--- config.mk ---
export PLATFORM = sky130hd
export DESIGN_NAME = ps2_frame_ctrl
export DESIGN_NICKNAME = d
export VERILOG_FILES = /design/src/rtl/ps2_frame_ctrl_pkg.sv /design/src/rtl/ps2_prefix_tracker.sv /design/src/rtl/ps2_frame_ctrl.sv
export SDC_FILE = /design/constraint.sdc
export NUM_CORES = 1
export LEC_CHECK = 0
export CAP_MARGIN = 20
export CORE_ASPECT_RATIO = 0.5
export CORE_MARGIN = 2
export CORE_UTILIZATION = 59
export CTS_BUF_LIST = sky130_fd_sc_hd__clkbuf_2
export CTS_CLUSTER_DIAMETER = 150
export DETAILED_ROUTE_END_ITERATION = 10
export PLACE_DENSITY = 0.84
export SETUP_SLACK_MARGIN = 0.1
export SLEW_MARGIN = 30
export SYNTH_ARGS = -nofsm -noshare
export SYNTH_HDL_FRONTEND = slang
export SYNTH_SLANG_ARGS = --single-unit
--- constraint.sdc ---
create_clock -name clk -period 2.4 [get_ports clk]
set_input_delay 0.6 -clock clk [delete_from_list [all_inputs] [get_ports clk]]
set_output_delay 0.6 -clock clk [all_outputs]
set_load 0.03 [all_outputs]
--- src/rtl/ps2_frame_ctrl_pkg.sv ---
// ----------------------------------------------------------------------------
// ps2_frame_ctrl_pkg
// Shared definitions for the PS/2 receive sequencer:
//   - frame_state_t : frame FSM state encoding
//   - frame_fsm_t   : the complete FSM register (state + data-bit counter),
//                     kept as one struct so the whole FSM is observable as a
//                     single signal
//   - PS2_EXT/BRK   : scancode prefix bytes for extended keys and releases
//   - odd_parity_ok : checks a data byte against its received parity bit
// ----------------------------------------------------------------------------
package ps2_frame_ctrl_pkg;

    typedef enum logic [1:0] {
        ST_IDLE   = 2'd0,
        ST_DATA   = 2'd1,
        ST_PARITY = 2'd2,
        ST_STOP   = 2'd3
    } frame_state_t;

    typedef struct packed {
        frame_state_t state;
        logic [2:0]   bitcnt;
    } frame_fsm_t;

    localparam logic [7:0] PS2_EXT = 8'hE0;
    localparam logic [7:0] PS2_BRK = 8'hF0;

    // PS/2 uses odd parity: the 8 data bits plus the parity bit must contain
    // an odd number of ones.
    function automatic logic odd_parity_ok(input logic [7:0] data, input logic p);
        return (^data) ^ p;
    endfunction

endpackage

--- src/rtl/ps2_prefix_tracker.sv ---
// ----------------------------------------------------------------------------
// ps2_prefix_tracker
// Turns a stream of good PS/2 bytes into key events. E0 and F0 bytes only set
// the pending extended / break flags; any other byte produces a one-cycle
// event carrying the byte and the flags, after which the flags clear.
// Ports:
//   clk, rst   clock, asynchronous active-high reset
//   byte_vld   1-cycle strobe: byte_in is a correctly framed byte
//   byte_in    received byte
//   flag_clr   drop any pending prefix (framing error or timeout)
//   code_en    1-cycle event strobe (registered)
//   code       scancode of the last event (held between events)
//   ext, brk   prefix flags of the last event (held between events)
// ----------------------------------------------------------------------------
module ps2_prefix_tracker
    import ps2_frame_ctrl_pkg::*;
(
    input  logic       clk,
    input  logic       rst,
    input  logic       byte_vld,
    input  logic [7:0] byte_in,
    input  logic       flag_clr,
    output logic       code_en,
    output logic [7:0] code,
    output logic       ext,
    output logic       brk
);

    logic ext_pend;
    logic brk_pend;

    always_ff @(posedge clk or posedge rst) begin
        if (rst) begin
            ext_pend <= 1'b0;
            brk_pend <= 1'b0;
            code_en  <= 1'b0;
            code     <= 8'h00;
            ext      <= 1'b0;
            brk      <= 1'b0;
        end else begin
            code_en <= 1'b0;
            if (flag_clr) begin
                ext_pend <= 1'b0;
                brk_pend <= 1'b0;
            end else if (byte_vld) begin
                if (byte_in == PS2_EXT) begin
                    ext_pend <= 1'b1;
                end else if (byte_in == PS2_BRK) begin
                    // ext_pend is left alone so E0 F0 xx reports both flags
                    brk_pend <= 1'b1;
                end else begin
                    code_en  <= 1'b1;
                    code     <= byte_in;
                    ext      <= ext_pend;
                    brk      <= brk_pend;
                    ext_pend <= 1'b0;
                    brk_pend <= 1'b0;
                end
            end
        end
    end

endmodule

--- src/rtl/ps2_frame_ctrl.sv ---
// ----------------------------------------------------------------------------
// ps2_frame_ctrl
// PS/2 receive sequencer. Frames 11-bit packets (start, 8 data LSB first,
// odd parity, stop) on the synchronised falling-edge strobe, checks framing,
// and forwards good bytes to the prefix tracker which emits key events.
// A watchdog returns the frame FSM to IDLE when a frame stalls.
// Ports:
//   clk        system clock
//   i_aclr     asynchronous reset, active-high
//   i_edge_en  1-cycle strobe per PS/2 clock falling edge
//   i_dat      PS/2 data, only looked at while i_edge_en=1
//   o_code_en  1-cycle strobe, o_code/o_ext/o_brk valid
//   o_code     scancode (prefixes stripped), held between strobes
//   o_ext      event was preceded by E0
//   o_brk      event was preceded by F0 (key release)
//   o_err_en   1-cycle strobe on start/parity/stop error or timeout
//   o_busy     frame FSM is inside a frame
// Handshake: strobes only, no back-pressure. o_code_en and o_err_en are
// registered and rise the cycle after the i_edge_en that completed (or the
// cycle that timed out) the frame; they are mutually exclusive.
// ----------------------------------------------------------------------------
module ps2_frame_ctrl
    import ps2_frame_ctrl_pkg::*;
#(
    parameter int TIMEOUT_CYC = 5000,
    parameter int TMR_W       = 13
) (
    input  logic       clk,
    input  logic       i_aclr,
    input  logic       i_edge_en,
    input  logic       i_dat,
    output logic       o_code_en,
    output logic [7:0] o_code,
    output logic       o_ext,
    output logic       o_brk,
    output logic       o_err_en,
    output logic       o_busy
);

    localparam logic [TMR_W-1:0] TMO_LAST = TMR_W'(TIMEOUT_CYC - 1);

    // FSM register: state and data-bit counter, visible as one signal
    frame_fsm_t       fsm_q, fsm_d;
    logic [7:0]       sr_q, sr_d;
    logic             par_q, par_d;
    logic [TMR_W-1:0] timer_q, timer_d;
    logic             err_q, err_d;
    logic             good_stb;
    logic             timeout;

    // ---------------- state register ----------------
    always_ff @(posedge clk or posedge i_aclr) begin
        if (i_aclr) begin
            fsm_q   <= '{state: ST_IDLE, bitcnt: 3'd0};
            sr_q    <= 8'h00;
            par_q   <= 1'b0;
            timer_q <= '0;
            err_q   <= 1'b0;
        end else begin
            fsm_q   <= fsm_d;
            sr_q    <= sr_d;
            par_q   <= par_d;
            timer_q <= timer_d;
            err_q   <= err_d;
        end
    end

    // ---------------- next state / outputs ----------------
    always_comb begin
        fsm_d    = fsm_q;
        sr_d     = sr_q;
        par_d    = par_q;
        err_d    = 1'b0;
        good_stb = 1'b0;
        // An edge arriving in the last timer cycle keeps the frame alive.
        timeout  = (fsm_q.state != ST_IDLE) && !i_edge_en && (timer_q == TMO_LAST);

        if (i_edge_en) begin
            case (fsm_q.state)
                ST_IDLE: begin
                    // a high level here is line noise or idle, not an error
                    if (!i_dat) begin
                        fsm_d.state  = ST_DATA;
                        fsm_d.bitcnt = 3'd0;
                    end
                end
                ST_DATA: begin
                    sr_d         = {i_dat, sr_q[7:1]};
                    fsm_d.bitcnt = fsm_q.bitcnt + 3'd1;
                    if (fsm_q.bitcnt == 3'd7) begin
                        fsm_d.state = ST_PARITY;
                    end
                end
                ST_PARITY: begin
                    par_d       = i_dat;
                    fsm_d.state = ST_STOP;
                end
                ST_STOP: begin
                    fsm_d.state = ST_IDLE;
                    if (i_dat && odd_parity_ok(sr_q, par_q)) begin
                        good_stb = 1'b1;
                    end else begin
                        err_d = 1'b1;
                    end
                end
                default: fsm_d.state = ST_IDLE;
            endcase
        end else if (timeout) begin
            fsm_d.state = ST_IDLE;
            err_d       = 1'b1;
        end

        // watchdog: measures the gap since the last edge while in a frame
        if (i_edge_en || (fsm_q.state == ST_IDLE)) begin
            timer_d = '0;
        end else begin
            timer_d = timer_q + 1'b1;
        end
    end

    // sr_q still holds the completed byte during STOP
    ps2_prefix_tracker u_prefix (
        .clk      (clk),
        .rst      (i_aclr),
        .byte_vld (good_stb),
        .byte_in  (sr_q),
        .flag_clr (err_d),
        .code_en  (o_code_en),
        .code     (o_code),
        .ext      (o_ext),
        .brk      (o_brk)
    );

    assign o_err_en = err_q;
    assign o_busy   = (fsm_q.state != ST_IDLE);

endmodule

==> flow_metrics.env, run 1 <==
export IMPL_crit_fanout=4
export IMPL_required_ps=1800
export IMPL_hold_path_class="reg2reg"
export IMPL_num_vias=1356
export IMPL_design_area_um2=2241
export IMPL_slowest_delay_ps=440
export IMPL_slowest_stage="dfrtp_1"
export IMPL_cts_sinks=41
export IMPL_synth_cells=177
export IMPL_syn_area_um2=1959
export IMPL_synth_edff_count=0
export IMPL_layout_common_cells="dfrtp_1 (41), clkdlybuf4s50_1 (15), nand2_1 (14), mux2_2 (14), nor2_1 (14)"
export IMPL_io_pins=17
export IMPL_synth_flop_cell="dfrtp_1"
export IMPL_io_buffers=16
export IMPL_ant_nets=0
export IMPL_synth_nets=193
export IMPL_crit_top_cell="inv_1"
export IMPL_initial_core_util_pct=63.56
export IMPL_ys_seq_area_share_pct=52.36
export IMPL_power_w=0.002566
export IMPL_ys_seq_elements=41
export IMPL_critPathKind="reg2out"
export IMPL_grt_max_degree=42
export IMPL_cellPowerDensity_nw_per_um2=1145
export IMPL_clock_skew_ps=12.80
export IMPL_ir_drop_v=0.0008165
export IMPL_cp_end_kind="output pin"
export IMPL_mostFrequentLayoutCell="dfrtp_1"
export IMPL_slew_violations=0
export IMPL_crit_chain="inv_1 -> ha_1 -> inv_1 -> dlygate4sd2_1"
export IMPL_clk_latency_ps=410
export IMPL_grt_pass1_wl_mm=5.830
export IMPL_cts_inserted_buffers=5
export IMPL_cts_root_buffer="clkbuf_2"
export IMPL_htree_levels=2
export IMPL_post_drt_wl_per_cell_um=14.28
export IMPL_period_minus_slack_ps=2191
export IMPL_die_area_um2=3826
export IMPL_dieHeight_um=44.75
export IMPL_tritoncts="done"
export IMPL_drt_pass1_iterations=4
export IMPL_grt_pass1_vias=1345
export IMPL_ys_warn_count=0
export IMPL_drc=0
export IMPL_antenna_cells=0
export IMPL_tns_ps=0
export IMPL_synth_async_reset_ratio_pct=100.0
export IMPL_track_usage_pct=20.41
export IMPL_fmax_ghz=0.4563
export IMPL_overflow=0
export IMPL_whs_path_depth=1
export IMPL_start_kind="flip-flop"
export IMPL_rsz0062_at_grt="false"
export IMPL_drv_cap=0
export IMPL_outcome="finished, final reports clean"
export IMPL_worstHoldStart="timer_q[0]"
export IMPL_core_area_um2=3083
export IMPL_maxSlewHeadroom_pct=67.13
export IMPL_placed_area_um2=2188
export IMPL_worst_slew_pin_slew_ps=493.0
export IMPL_finalNetCount=219
export IMPL_setup_violations=0
export IMPL_hold_viol=0
export IMPL_r2r_cells=7
export IMPL_netlist_cell_type_count=28
export IMPL_cts_max_path_buffers=2
export IMPL_antenna_found_initial=0
export IMPL_syn_avg_cell_area_um2=11.07
export IMPL_dr_first_iter_drc_count=63
export IMPL_via_per_inst=5.580
export IMPL_worst_ep_arrival_time_ps=1590
export IMPL_fp_row_count=14
export IMPL_detail_route_wirelength_mm=3.469
export IMPL_clk_pin_slew_ps=180
export IMPL_reg2reg_from="sr_q[1]"
export IMPL_rrSetupSlack_ps=220
export IMPL_drive_above_1_share_pct=16.26
export IMPL_leakage_nw=1.017
export IMPL_syn2layout_area_growth_pct=14.37
export IMPL_worst_r2r_endpoint="u_prefix.code[0]"
export IMPL_gp_congestion=0.8028
export IMPL_dp_hpwl_mm=2.460
export IMPL_timing_final_crit_share_pct=91.31
export IMPL_die_x_um=85.50
export IMPL_holdPathEnd="timer_q[0]"
==> critical path, delay by kind of cell (launching register included) <==
kind / cells / cell delay, ps
fa+ha+maj: 1 / 220
buf+inv: 3 / 550
flops: 1 / 440
==> routing by layer <==
| metal | up-vias | track usage, % | part of all wire (%) |
|---|---|---|---|
| met1 | 664 | 24.21 | 45 |
| met5 | - | 0 | 0 |
| met4 | 0 | 6.349 | 1.0 |
| met2 | 32 | 37.19 | 49 |
| met3 | 6 | 6.033 | 4.3 |
| li1 | 654 | - | - |
==> timing repair <==
item / in CTS / in global routing
setup buffers: 0 / 1
pin swaps: 0 / 2
endpoints found under the setup margin: 1 / 10
hold buffers: 0 / 0
resized for setup: 1 / 3
==> cells by family after synthesis <==
kind of cell / share of synthesized area (%)
buffers and inverters: 3.831
and+or+nand+nor: 15.26
AOI/OAI and AO/OA: 6.833
adders and majority gates: 7.663
muxes: 8.046
DFF: 52.36
xor gates and xnor gates: 6.003
==> cells in the mapped netlist, types with 3 or more instances <==
cell / instances / share of area, %
dfrtp_1: 41 / 52
inv_1: 15 / 2.9
mux2_2: 14 / 8.0
nand2_1: 14 / 2.7
nor2_1: 14 / 2.7
o21ai_0: 13 / 3.3
ha_1: 12 / 7.7
nand3_1: 12 / 3.1
xnor2_1: 7 / 3.1
nor3_1: 6 / 1.5
a21oi_1: 4 / 1.0
or3_1: 3 / 0.96
==> where the power goes <==
part           internal, W  leakage (nW)  switching, W
Clock            0.0000679        0.0265      0.000217
Sequential        0.000861         0.554      0.000130
Combinational     0.000648         0.436      0.000643
Total              0.00158          1.02      0.000989
==> through the flow <==
step	std cells	hold WS [ps]	utilization, %	worst slack (ps)
4_1_cts	242	472.9	72.04	159.9
3_5_place_dp	235	452.2	70.98	120.8
3_3_place_gp	235	447.6	70.98	182.2
5_1_grt	243	480.6	72.69	120.8
6_report	243	476.2	72.69	208.6
2_1_floorplan	177	432.9	-	259.2
==> how the worst max path moves through the flow <==
stage | slack, ps | start | cells past startpoint | to
2_1_floorplan | 260 | sr_q[2] | 7 | u_prefix.code[0]
3_3_place_gp | 180 | i_edge_en | 5 | u_prefix.ext
3_5_place_dp | 120 | i_edge_en | 5 | u_prefix.code[7]
4_1_cts | 160 | sr_q[2] | 7 | u_prefix.code[0]
5_1_grt | 120 | fsm_q[3] | 4 | o_busy
6_report | 210 | fsm_q[3] | 4 | o_busy
==> registers in the layout (all words and copies together), names as in the netlist <==
register	flops
timer_q	13
sr_q	8
u_prefix.code	8
fsm_q	5
o_err_en	1
par_q	1
u_prefix.brk	1
u_prefix.brk_pend	1
u_prefix.code_en	1
u_prefix.ext	1
u_prefix.ext_pend	1
==> area by class of cell <==
| class | instances | area (um2) |
|---|---|---|
| inverter | 15 | 56.30 |
| multi-input combinational | 118 | 870.8 |
| clock buffer | 6 | 30.03 |
| tap | 40 | 50.05 |
| clock inverter | 1 | 3.754 |
| sequential | 41 | 1026 |
| fill | 207 | 842.1 |
| timing repair buffer | 22 | 203.9 |
No activity file was read; power rests on OpenSTA's default activity.
==> run 2: changes to the inputs <==
- SYNTH_HIERARCHICAL: not set -> 1
==> run 2 against run 1 <==
Net effect:
- first-iteration DRC count increased by 49%
- hold slack improved by 12 ps
- setup slack worse by 120 ps
- clock power grew 87%
- largest cell class unchanged
- largest power group unchanged
==> flow_metrics.env, run 2 <==
export IMPL_worst_ep_arrival_time_ps=2640
export IMPL_io_pins=17
export IMPL_dr_first_iter_drc_count=94
export IMPL_switchingPower_w=0.001167
export IMPL_overflow=0
export IMPL_synthDominantCellAreaShare_pct=51.67
export IMPL_cts_sinks=41
export IMPL_cellPowerDensity_nw_per_um2=1202
export IMPL_n_fill_cell=166
export IMPL_multi_input_area_um2=964.7
export IMPL_largest_register="timer_q"
export IMPL_layout_common_cells="dfrtp_1 (40), buf_4 (24), clkdlybuf4s50_1 (15)"
export IMPL_ant_nets=0
export IMPL_yosysTopAreaCell="dfrtp_1"
export IMPL_syn_avg_cell_area_um2=11.54
export IMPL_io_buffers=16
export IMPL_whs_path_depth=1
export IMPL_leakage_nw=1.137
export IMPL_gp_congestion=0.8251
export IMPL_place_ws_ps=-291.8
export IMPL_finalNetCount=228
export IMPL_critPathKind="reg2reg"
export IMPL_synth_async_reset_ratio_pct=100.0
export IMPL_outcome="finished, final reports clean"
export IMPL_antenna_found_initial=0
export IMPL_clock_skew_ps=4.904
export IMPL_yosysMostFrequentCell="dfrtp_1"
export IMPL_clk_latency_ps=410
export IMPL_dieHeight_um=45.02
export IMPL_die_x_um=86.04
export IMPL_r2r_cells=7
export IMPL_synth_nets=183
export IMPL_p_clk_share_pct=17.5
export IMPL_synth_common_cells="dfrtp_1 (41), inv_1 (13), mux2_2 (13), nand2_1 (12), nor2_1 (12)"
export IMPL_fmax_ghz=0.4328
export IMPL_post_drt_wl_per_cell_um=17.40
export IMPL_core_area_um2=3100
export IMPL_tritoncts="done"
export IMPL_rsz0062_at_grt="true"
export IMPL_ctsHoldBuffers=0
export IMPL_fp_row_count=14
export IMPL_drc=0
export IMPL_combPwrFrac_pct=48.1
export IMPL_slowest_stage="or4b_4"
export IMPL_required_ps=2730
export IMPL_clk_pin_slew_ps=220
export IMPL_mostFrequentLayoutCell="dfrtp_1"
export IMPL_ys_seq_area_share_pct=51.67
export IMPL_cts_root_buffer="clkbuf_2"
export IMPL_drv_cap=0
export IMPL_synth_edff_count=0
export IMPL_grt_pass1_vias=1542
export IMPL_placed_area_um2=2312
export IMPL_die_area_um2=3874
export IMPL_drive_above_1_share_pct=28.44
export IMPL_hold_path_class="reg2reg"
export IMPL_syn2layout_area_growth_pct=27.10
export IMPL_grt_max_degree=29
export IMPL_maxSlewHeadroom_pct=67.13
export IMPL_whs_ps=488.1
export IMPL_internal_power_w=0.001866
export IMPL_slew_violations=0
export IMPL_critical_path_depth=7
export IMPL_start_kind="flip-flop"
export IMPL_htree_levels=2
export IMPL_setup_violations=0
export IMPL_ys_warn_count=6
export IMPL_netlist_cell_type_count=38
export IMPL_design_area_um2=2524
export IMPL_syn_area_um2=1986
export IMPL_cp_end_kind="flip-flop"
export IMPL_hold_viol=0
export IMPL_crit_chain="or4b_4 -> nor4_4 -> and4b_1 -> nor3_2 -> nand2b_4 -> a31oi_4 -> mux2_4"
export IMPL_drt_pass1_iterations=4
export IMPL_timing_final_crit_share_pct=96.27
export IMPL_num_vias=1533
export IMPL_setup_ws_ps=89.62
export IMPL_cts_max_path_buffers=2
export IMPL_period_minus_slack_ps=2310
export IMPL_switching_share_pct=38.48
export IMPL_slowest_delay_ps=570
export IMPL_dp_hpwl_mm=2.719
export IMPL_synth_flop_cell="dfrtp_1"
export IMPL_ys_seq_elements=41
export IMPL_synthTopCellsByArea="dfrtp_1 (52%), mux2_2 (7.4%), ha_1 (4.4%), xnor2_1 (4.4%), inv_1 (2.5%)"
export IMPL_synth_cells=172
export IMPL_track_usage_pct=25.04
export IMPL_grt_pass1_wl_mm=7.120
export IMPL_largest_register_ffs=13
export IMPL_crit_fanout=6
export IMPL_antenna_cells=0
export IMPL_initial_core_util_pct=64.04
export IMPL_seqCellArea_um2=1027
export IMPL_p_seq_share_pct=34.3
export IMPL_cp_top_family="simple AND/OR/NAND/NOR gates"
export IMPL_largestRegisters="timer_q (13), sr_q (8), u_prefix/code (8)"
export IMPL_path_buf_inv=0
export IMPL_cts_inserted_buffers=5
export IMPL_via_per_inst=5.942
export IMPL_worst_slew_pin_slew_ps=492.5
export IMPL_ir_drop_v=0.0008734
export IMPL_detail_route_wirelength_mm=4.488
## run 2: cell families (layout without fill, tap and decap cells)
group | after synthesis | in the layout | share of synthesized area [%]
simple gates | 52 | 52 | 15.82
flops | 41 | 41 | 51.67
compound gates | 27 | 27 | 9.199
xor+xnor | 15 | 15 | 7.309
mux | 15 | 15 | 8.381
buf+inv | 15 | 61 | 3.214
fa+ha+maj | 7 | 7 | 4.411
## run 2: layer usage
metal  GRT usage, %  up-vias  wire [um]
met4          10.79        0        113
met1          31.07      775       1957
li1               -      691          -
met5              0        -          0
met2          42.33       49       2182
met3          7.313       18        234
## run 2: stage by stage
| step | setup TNS [ps] | util, % | cells | total power [W] |
|---|---|---|---|---|
| global route | -30.57 | 81.40 | 258 | 0.003172 |
| detailed placement | -2898 | 74.58 | 241 | 0.002281 |
| floorplan | 0 | - | 172 | 0.001889 |
| CTS | 0 | 80.55 | 257 | 0.002888 |
| global placement | -2879 | 74.58 | 241 | 0.002235 |
| finish | 0 | 81.40 | 258 | 0.003032 |
## run 2: repair_timing
item | CTS | global route
pin swaps | 5 | 3
endpoints found under the setup margin | 11 | 11
gates cloned | 0 | 0
gates resized for setup | 10 | 8
setup buffers | 8 | 1
## run 2: final timing paths
path | to | slack (ps) | startpoint
hold / removal | timer_q[0] | 490 | timer_q[0]
max in group asynchronous | sr_q[4] | 1570 | i_aclr
setup reg to reg | u_prefix/ext | 90 | timer_q[10]
hold reg to reg | timer_q[0] | 490 | timer_q[0]
min in group asynchronous | u_prefix/ext_pend | 500 | i_aclr
setup / recovery | u_prefix/ext | 90 | timer_q[10]
## run 2: final cells by class
class,instances,area share [%]
flip-flops and latches,41,40.70
multi-input cells,116,38.23
repair buffers,40,13.44
clock inverters,3,2.727
well taps,40,1.983
inverters,13,1.934
clock buffers,5,0.9916
## run 2: power groups by stage
stage          Combinational, W  Clock, W  Sequential (W)
2_1_floorplan          0.000735         0         0.00115
3_3_place_gp            0.00120         0         0.00103
3_5_place_dp            0.00124         0         0.00104
4_1_cts                 0.00133  0.000531         0.00102
5_1_grt                 0.00155  0.000561         0.00106
6_report                0.00146  0.000532         0.00104
==> variant 1 (settings of run 1) <==
`sr_q` no longer has a reset.
--- a/src/rtl/ps2_frame_ctrl.sv
+++ b/src/rtl/ps2_frame_ctrl.sv
@@ -52,17 +52,19 @@
     always_ff @(posedge clk or posedge i_aclr) begin
         if (i_aclr) begin
             fsm_q   <= '{state: ST_IDLE, bitcnt: 3'd0};
-            sr_q    <= 8'h00;
             par_q   <= 1'b0;
             timer_q <= '0;
             err_q   <= 1'b0;
         end else begin
             fsm_q   <= fsm_d;
-            sr_q    <= sr_d;
             par_q   <= par_d;
             timer_q <= timer_d;
             err_q   <= err_d;
         end
+    end
+
+    always_ff @(posedge clk) begin
+        sr_q <= sr_d;
     end
 
     // ---------------- next state / outputs ----------------
Formal check against the unedited RTL: no difference found for any inputs over 10 cycles, from zero or initial values; that may be too few to reach the edited logic, so the function may still have changed.
==> variant 1 against run 1 <==
Power is 17% lower. Cell area is 0.28% lower. Core utilization is 0.20 points lower. Global-route usage is 1.2 points higher. Sequential cell count stayed put. Critical path type is now reg2reg. Area after synthesis is 0.13% lower. Worst setup slack worse by 0.0081 ns. Sequential share of layout area is 1.9 points higher. Highest routed layer unchanged. Largest cell class unchanged. Wire length is 6.3% higher.
==> variant 1: results (changes against run 1) <==
- Post-DP HPWL: 2500 um (+1.6%)
- Reg clk slew, reported paths: 0.21 ns (+0.03 ns)
- Vias in the first global route: 1,246 (-7.4%)
- Net Count, Synth: 177 (-8.3%)
- WL met2: 1820 um (+6.2%)
- Met3 WL: 153 um (+2.0%)
- Top cells by area, synth: dfrtp_1 42%, edfxtp_1 12%, ha_1 7.7%, mux2_4 6.9%, xnor2_1 3.1%
- Top FF cell, synth: dfrtp_1
- DP Cell Count: 218 (-7.2%)
- Fin Hold WS: 0.487 ns (+0.0105 ns)
- Clk root buf: clkbuf_2
- Vias: 1,285 (-5.2%)
- Fillcell total: 196 (-5.3%)
- First-pass GRT wire length: 6070 um (+4.0%)
- Post-synth EDFFs: 8 (+8)
- Register area share after synthesis: 54.5% (+2.1 points)
- Reg2reg path depth: 6 (-1)
- Avg Cell Area, Syn: 12.2 um2 (+9.8%)
- Outcome: finished clean
- Met3 global-route usage: 7.13% (+1.1 points)
- Largest net degree at the start of global routing: 34 (-19%)
- Commonest cells in the netlist: 33 x dfrtp_1, 14 x inv_1, 12 x ha_1, 10 x nand3_1, 10 x nor2_1
- Crit-path max FO: 6 (+2)
- Static leakage: 0.000985 uW (-3.1%)
- Layout cells sized above 1: 14.4% (-1.8 points)
- Pre-CTS setup slack: 0.105 ns (-0.0154 ns)
- Final nets: 202 (-7.8%)
- Met2 Track Usage GR: 36.4% (-0.78 points)
- Placed instance area: 2170 um2 (-1.0%)
- Worst reg2reg path endpoint: u_prefix.code[5]$_DFFE_PP0P_
- Clock Skew: 0.0157 ns (+0.00293 ns)
- Via/cell ratio: 5.66 (+1.4%)
- DRT Wirelength: 3690 um (+6.3%)
- Critical R2R Launch: sr_q[2]$_DFFE_PP_
- Tot GR Track Use: 21.6% (+1.2 points)
- Grt met1 use: 27.7% (+3.5 points)
- Routability cong.: 0.827 (+3.0%)
- Drt initial violations: 56 (-11%)
- Worst Path Arrival: 2.51 ns (+0.92 ns)
- Critical-path top delay cell: edfxtp_1
- Peak supply drop: 653 uV (-20%)
- Met1 wire length: 1700 um (+8.5%)
-- variant 1: cell types whose count changed in the layout (fill, tap and decap cells not counted), moves of 2 or more --
cell	run 1	this run
a22o_1	2	0
a32o_1	0	2
and3_1	0	2
buf_4	6	3
dfrtp_1	41	33
edfxtp_1	0	8
inv_2	2	0
mux2_2	14	2
mux2_4	0	9
nand2_1	14	9
nand3_1	12	10
nand4_1	2	4
nor2_1	14	10
o21ai_0	13	9
-- variant 1: final cells by class --
cell class,count,area [um2],share of cell area (%)
inverters,14,52.6,2.35
well taps,40,50.0,2.24
repair buffers,19,178,7.95
flip-flops and latches,41,1070,47.7
clock buffers,5,25.0,1.12
multi-input cells,105,822,36.8
clock inverters,3,41.3,1.85
-- variant 1: power by group --
part           internal (uW)  switching, uW
clock                    172            235
sequential               848           92.0
combinational            359            434
-- variant 1: kinds of logic (layout without fill, tap and decap cells) --
family | after synthesis | in the layout | share of synthesized area [%]
buf+inv | 16 | 41 | 3.90
compound gates | 18 | 18 | 5.69
flops | 41 | 41 | 54.5
xor+xnor | 11 | 11 | 6.01
fa+ha+maj | 12 | 12 | 7.67
simple gates | 51 | 52 | 13.7
mux | 12 | 12 | 8.57
-- variant 1: how the worst max path moves through the flow --
stage	depth (start not counted)	start	end	slack, ns
after floorplan	7	sr_q[2]$_DFFE_PP_	u_prefix.code[0]$_DFFE_PP0P_	0.36
after global placement	4	i_edge_en	u_prefix.brk$_DFFE_PP0P_	0.23
after detailed placement	5	i_edge_en	fsm_q[3]$_DFFE_PP0P_	0.11
after CTS	6	sr_q[2]$_DFFE_PP_	u_prefix.brk$_DFFE_PP0P_	0.14
after global routing	6	sr_q[2]$_DFFE_PP_	u_prefix.brk$_DFFE_PP0P_	0.12
final	6	sr_q[2]$_DFFE_PP_	u_prefix.code[5]$_DFFE_PP0P_	0.20
==> variant 2 (config.mk and constraints of run 1) <==
Made on the original files. Change the parameter `TMR_W` from 13 to 15.
--- a/src/rtl/ps2_frame_ctrl.sv
+++ b/src/rtl/ps2_frame_ctrl.sv
@@ -23,7 +23,7 @@
     import ps2_frame_ctrl_pkg::*;
 #(
     parameter int TIMEOUT_CYC = 5000,
-    parameter int TMR_W       = 13
+    parameter int TMR_W       = 15
 ) (
     input  logic       clk,
     input  logic       i_aclr,
Formal check against the unedited RTL: no difference found for any inputs over 10 cycles, from zero or initial values; that may be too few to reach the edited logic, so the function may still have changed.
==> variant 2 against run 1 <==
Worst setup slack worse by 0.073 ns. Global-route usage decreased by 0.77 points. Clock power rose by 8.1%. Sequential cell count is 2 higher. Wire length increased by 12%. Area after synthesis rose by 8.3%. Power up 20%. Cell area up 6.6%. Largest cell class unchanged.
==> variant 2: results (changes against run 1) <==
- Compound-Gate Fraction of Synth Area: 7.02% (+0.18 points)
- Adder and majority gate portion of the synthesized area: 7.08% (-0.59 points)
- Power Combinational: 1710 uW (+33%)
- Via/cell ratio: 5.56 (-0.40%)
- Clock Skew: 0.00936 ns (-0.00344 ns)
- Peak supply drop: 525 uV (-36%)
- Xor-xnor portion of the synthesized cell area: 7.72% (+1.7 points)
- Vias in the first global route: 1,315 (-2.2%)
- Static leakage: 0.00111 uW (+9.4%)
- Reg clk slew, reported paths: 0.20 ns (+0.02 ns)
- Multi-In Gates: 123 (+4.2%)
- Reg2reg path depth: 6 (-1)
- First-pass GRT wire length: 5880 um (+0.82%)
- CP Capture Type: flop
- Largest net degree at the start of global routing: 44 (+4.8%)
- Layout cells sized above 1: 13.5% (-2.7 points)
- Psw: 1200 uW (+21%)
- Tot GR Track Use: 19.6% (-0.77 points)
- Gate count of the mapped netlist: 184 (+4.0%)
- Placed instance area: 2320 um2 (+6.1%)
- Setup slack, reg-to-reg: 0.14 ns (-0.08 ns)
- Worst slew pin tran: 0.532 ns (+0.0394 ns)
- Vias: 1,434 (+5.8%)
- Worst reg2reg path endpoint: u_prefix.brk$_DFFE_PP0P_
- Drt initial violations: 76 (+21%)
- Clk cell area share: 1.68% (+0.17 points)
- Clk pwr share: 10.0% (-1.1 points)
- Multi-input gate area: 971 um2 (+11%)
- Non-clk buf share: 7.96% (-1.1 points)
- Peak Freq: 442 MHz (-3.2%)
- Outcome: finished clean
-- variant 2: changes by cell type in the layout (fill, tap and decap cells not counted), sizes merged, moves of 2 or more --
cell,change
xnor2,-4
xor2,+7
nor3,-4
nand4,+3
and4,+4
nand4b,-2
inv,-2
nand2,-3
and3,+4
nand3,-3
mux2,+2
buf,-2
dfrtp,+2
o21ai,-2
-- variant 2: worst reg2reg max path: stages (launching register included) --
cell	delay (ns)
dfrtp_1	0.42
inv_1	0.07
ha_1	0.28
xnor3_2	0.46
xnor2_4	0.25
and4_4	0.35
mux2_1	0.34
-- variant 2: repair_timing --
item,in CTS,in global routing
cloned,0,1
setup endpoints to repair,1,11
pin swaps,0,2
gates resized for setup,1,2
buffers inserted,0,2
-- variant 2: routing by layer --
layer | wire [um] | track usage [%] | up-vias
li1 | - | - | 684
met2 | 1930 | 32.5 | 22
met4 | 45 | 6.06 | 0
met5 | 0 | 0 | -
met1 | 1780 | 25.0 | 722
met3 | 125 | 6.45 | 6
